--- config.mk ---
export PLATFORM = sky130hd
export DESIGN_NAME = pipeline_hazard_controller
export DESIGN_NICKNAME = d
export VERILOG_FILES = /design/src/rtl/pipeline_hazard_controller.sv
export SDC_FILE = /design/constraint.sdc
export NUM_CORES = 1
export LEC_CHECK = 0
export BUFFER_PORTS_ARGS = -buffer_cell sky130_fd_sc_hd__buf_2
export CORE_MARGIN = 8
export CORE_UTILIZATION = 46
export DETAILED_ROUTE_END_ITERATION = 10
export GPL_TIMING_DRIVEN = 0
export PLACE_DENSITY = 0.79
export SLEW_MARGIN = 40
export SYNTH_ARGS = -nofsm -noshare
export SYNTH_HDL_FRONTEND = slang
export SYNTH_SLANG_ARGS = --single-unit
export TNS_END_PERCENT = 100
--- constraint.sdc ---
create_clock -name clk -period 2.6 [get_ports clk]
set_clock_uncertainty 0.05 [all_clocks]
set_input_delay 0.13 -clock clk [delete_from_list [all_inputs] [get_ports clk]]
set_output_delay 0.13 -clock clk [all_outputs]
set_load 0.02 [all_outputs]
--- src/rtl/pipeline_hazard_controller.sv ---
// Hazard/stall/flush controller for a 5-stage in-order pipeline.
// Optional ID-stage branch operand stall enabled by `define BRANCH_HAZARD_EN.
module pipeline_hazard_controller #(
    parameter int STALL_CNT_W = 16
) (
    input  logic                   clk,
    input  logic                   rst,
    input  logic [5:0]             id_op_code,
    input  logic [4:0]             id_rs,
    input  logic [4:0]             id_rt,
    input  logic                   ex_mem_read,
    input  logic                   ex_reg_write,
    input  logic [4:0]             ex_dest,
    input  logic                   branch_taken,
    input  logic                   jump,
    output logic                   hold,
    output logic                   flush_if_id,
    output logic                   bubble_id_ex,
    output logic [1:0]             state,
    output logic [STALL_CNT_W-1:0] stall_count
);

    typedef enum logic [1:0] {
        RUN   = 2'd0,
        STALL = 2'd1,
        FLUSH = 2'd2,
        BAD   = 2'd3
    } state_t;

    state_t st, st_nx;
    logic   rem, rem_nx;
    logic   reads_rt, rs_hit, rt_hit;
    logic   load_use, br_haz;
    logic   hold_c, flush_c, bub_c;

    always_comb begin
        reads_rt = 1'b0;
        case (id_op_code)
            6'h00, 6'h04, 6'h05, 6'h2B: reads_rt = 1'b1;
            default:                    reads_rt = 1'b0;
        endcase
    end

    assign rs_hit   = (ex_dest != 5'd0) && (ex_dest == id_rs);
    assign rt_hit   = (ex_dest != 5'd0) && (ex_dest == id_rt);
    assign load_use = ex_mem_read && (rs_hit || (reads_rt && rt_hit));

`ifdef BRANCH_HAZARD_EN
    // Branches compare in ID, so both operands are needed there.
    assign br_haz = ((id_op_code == 6'h04) || (id_op_code == 6'h05))
                    && ex_reg_write && (rs_hit || rt_hit);
`else
    logic unused_reg_write;
    assign unused_reg_write = ex_reg_write;
    assign br_haz = 1'b0;
`endif

    always_comb begin
        hold_c  = 1'b0;
        flush_c = 1'b0;
        bub_c   = 1'b0;
        st_nx   = st;
        rem_nx  = rem;
        case (st)
            RUN: begin
                if (br_haz) begin
                    hold_c = 1'b1;
                    bub_c  = 1'b1;
                    st_nx  = STALL;
                    rem_nx = ex_mem_read;
                end else if (load_use) begin
                    hold_c = 1'b1;
                    bub_c  = 1'b1;
                end else if (branch_taken || jump) begin
                    flush_c = 1'b1;
                    st_nx   = FLUSH;
                end
            end
`ifdef BRANCH_HAZARD_EN
            STALL: begin
                hold_c = 1'b1;
                bub_c  = 1'b1;
                if (rem) rem_nx = 1'b0;
                else     st_nx  = RUN;
            end
`endif
            FLUSH: st_nx = RUN;
            default: begin
                st_nx  = RUN;
                rem_nx = 1'b0;
            end
        endcase
    end

    always_ff @(posedge clk or posedge rst) begin
        if (rst) begin
            st  <= RUN;
            rem <= 1'b0;
        end else begin
            st  <= st_nx;
            rem <= rem_nx;
        end
    end

    always_ff @(posedge clk or posedge rst) begin
        if (rst)
            stall_count <= '0;
        else if (hold && (stall_count != '1))
            stall_count <= stall_count + 1'b1;
    end

    // Outputs are masked during reset so a held-over state cannot leak.
    assign hold         = hold_c  & ~rst;
    assign flush_if_id  = flush_c & ~rst;
    assign bubble_id_ex = bub_c   & ~rst;
    assign state        = st;

endmodule

==> flow_summary.toml <==
[floorplan]
rows = 17
die_area_sq_um = 4190
fp.dieH_microns = 64.7
initial_core_util = 0.489
num_io_pins = 48
core_region_area_sq_um = 2230
die_w_microns = 64.7

[setup_path]
critPathKind = "input port to output pin"
cp_max_fo = 6
path_buf_inv = 5
start_kind = "input port"
crit_path_end_kind = "output pin"
critPathArrivalTime_ps = 2230
slowest_delay_ps = 530
crit_path_top_delay_cell = "dlygate4sd3_1"
cp_common_cell = "buf_2"
path_cells = "dlygate4sd3_1, buf_2, nor3b_1, o21ai_0, or4_1, buf_2, nand2_1, buf_4, buf_2"
cp_top_family = "buffers and inverters"
cp.required_ps = 2420

[logic_synthesis]
synth_area_leaders = "dfrtp_1, xnor2_1, xor2_1"
ys_types = 33
synth_ff_type = "dfrtp_1"
synth.avg_cell_area_sq_um = 9.84
synth_area_sq_um = 1090
synth_top_cell_by_area = "dfrtp_1"
ys_seq_area_frac = 0.389
ys_seq_elements = 17
yosys_warnings = 0
synthCells = 111
async_reset_ff_frac = 1.00
synth_fp_nets = 139
yosysTopAreaCellShare = 0.389
synth-edff-count = 0

[timing]
slew_headroom = 0.522
final_hold_viol_count = 0
tns_ps = 0
whs_ps = 77.1
setup_viol = 0
worst_slew_pin_slew_ps = 717
timing.fmax_ghz = 0.415
finalCriticalPeriod_ps = 2410
rsz0062_at_grt = "false"
slew_violations = 0
period_share = 0.926

[clock_network]
cts_setup_buffers = 0
cts.sinks = 17
clock_latency_ps = 290
h-tree-depth = 1
cts-hold-fix-buffers = 1
cts_max_path_buffers = 2
numCtsBuffers = 3
path_clk_slew_ps = 100
cts_tree = "built"
cts-root-buf = "clkbuf_4"
postCtsResizedCells = 0

[finish]
syn2layout_area_growth_pct = 27.3
fin_cells = 189
drive_above_1_share = 0.354
antenna_cells = 0
fin_nets = 190
final_area_sq_um = 1390

[detailed_routing]
vias_per_cell = 5.55
routedWlPerCell_microns = 14.6
via_count = 1049
ant_nets = 0
dr.first_iter.drc_count = 17
dr.pass1.iters = 4
drc = 0
wl_mm = 2.75

[job]
drv_cap = 0

[global_route]
grt_pass1_vias = 1095
grt_pass1_wl_mm = 4.95
antenna_found_initial = 0
grt.overflow.total = 0
grt_max_degree = 18
grt.total_usage = 0.140

[placement]
port_buffers = 45
place.gp.congestion = 0.923
dp_cells = 184
dp_hpwl_mm = 2.26
place_area_sq_um = 1350

[power]
ir_drop_mv = 0.267
p_leak_uw = 0.000693
power_uw = 531
p_per_area_nw_per_um2 = 382

[hold_path]
min_path_type = "input port to flop"

[outcome]
status = "completed"
-- area by class of cell --
cell class	count	area [sq um]
plain buffers	6	31.3
repair buffers	46	235
well taps	28	35.0
clock buffers	3	22.5
inverters	3	11.3
flip-flops and latches	17	425
fillers	211	843
multi-input cells	85	624
clock inverters	1	5.00
-- cells in the mapped netlist, types with 3 or more instances --
master	count
nor2_1	6
clkbuf_1	3
xor2_1	8
and3_1	5
dfrtp_1	17
inv_1	3
o211ai_1	7
a21oi_1	4
xnor2_1	17
nor3_1	5
nand3_1	5
nand2_1	4
or4_1	3
-- routing by layer --
metal	vias up	track usage	routed length, microns
met4	0	0.0245	12
met1	516	0.157	1150
met2	28	0.263	1480
li1	503	-	-
met5	-	0	0
met3	2	0.0326	119
-- final timing paths --
check / endpoint / start / slack, ps / cells after the start
max: hold / rst / 190 / 9
min: state[1] / branch_taken / 80 / 3
max reg2reg: stall_count[1] / stall_count[0] / 270 / 6
min reg2reg: state[1] / state[1] / 440 / 1
max in group asynchronous: stall_count[12] / rst / 1640 / 3
min in group asynchronous: stall_count[2] / rst / 430 / 3
-- power breakdown --
| part | internal [uW] | switching [uW] | total, uW |
|---|---|---|---|
| logic | 45.0 | 55.2 | 100 |
| registers | 274 | 10.7 | 285 |
| clock network | 57.1 | 88.9 | 146 |
| total | 376 | 155 | 531 |
-- cell families (layout without fill, tap and decap cells) --
kind of cell / count (synthesis) / after routing / synth area share
AO/OA/AOI/OAI: 18 / 18 / 0.134
XOR/XNOR: 25 / 25 / 0.200
adder cells (fa/ha/maj): 1 / 1 / 0.0115
buffers and inverters: 9 / 59 / 0.0389
flip-flops: 17 / 17 / 0.389
multiplexers: 2 / 2 / 0.0195
other: 1 / 1 / 0.00343
AND/OR/NAND/NOR: 38 / 38 / 0.203
-- per-stage QoR --
step	util	setup WS, ps
floorplan	-	545
global placement	0.606	358
detailed placement	0.606	292
CTS	0.622	199
global route	0.622	40.3
finish	0.622	191
-- layout by cell type (no fill, tap or decap), types with 2 or more instances in the layout --
master	n
or4_1	3
o2111ai_1	2
clkbuf_4	3
nor2_1	6
xnor2_1	17
o211ai_1	7
dfrtp_1	17
buf_2	46
o21ai_0	2
inv_1	3
and3_1	5
xor2_1	8
nor3_1	5
clkbuf_1	3
buf_4	2
a21oi_1	4
nand4_1	2
nand3_1	5
nand2_1	4
-- flip-flops by register name (all words and copies together), names as in the netlist --
name,count
state,1
stall_count,16
-- worst register-to-register path: cells and delay by family (launching register included) --
kind                     cells  cell delay (ps)
AO/OA/AOI/OAI                2              950
flip-flops                   1              430
multiplexers                 1              350
adder cells (fa/ha/maj)      1              240
AND/OR/NAND/NOR              2              220
Note: power is estimated with default switching activity, not from simulation.
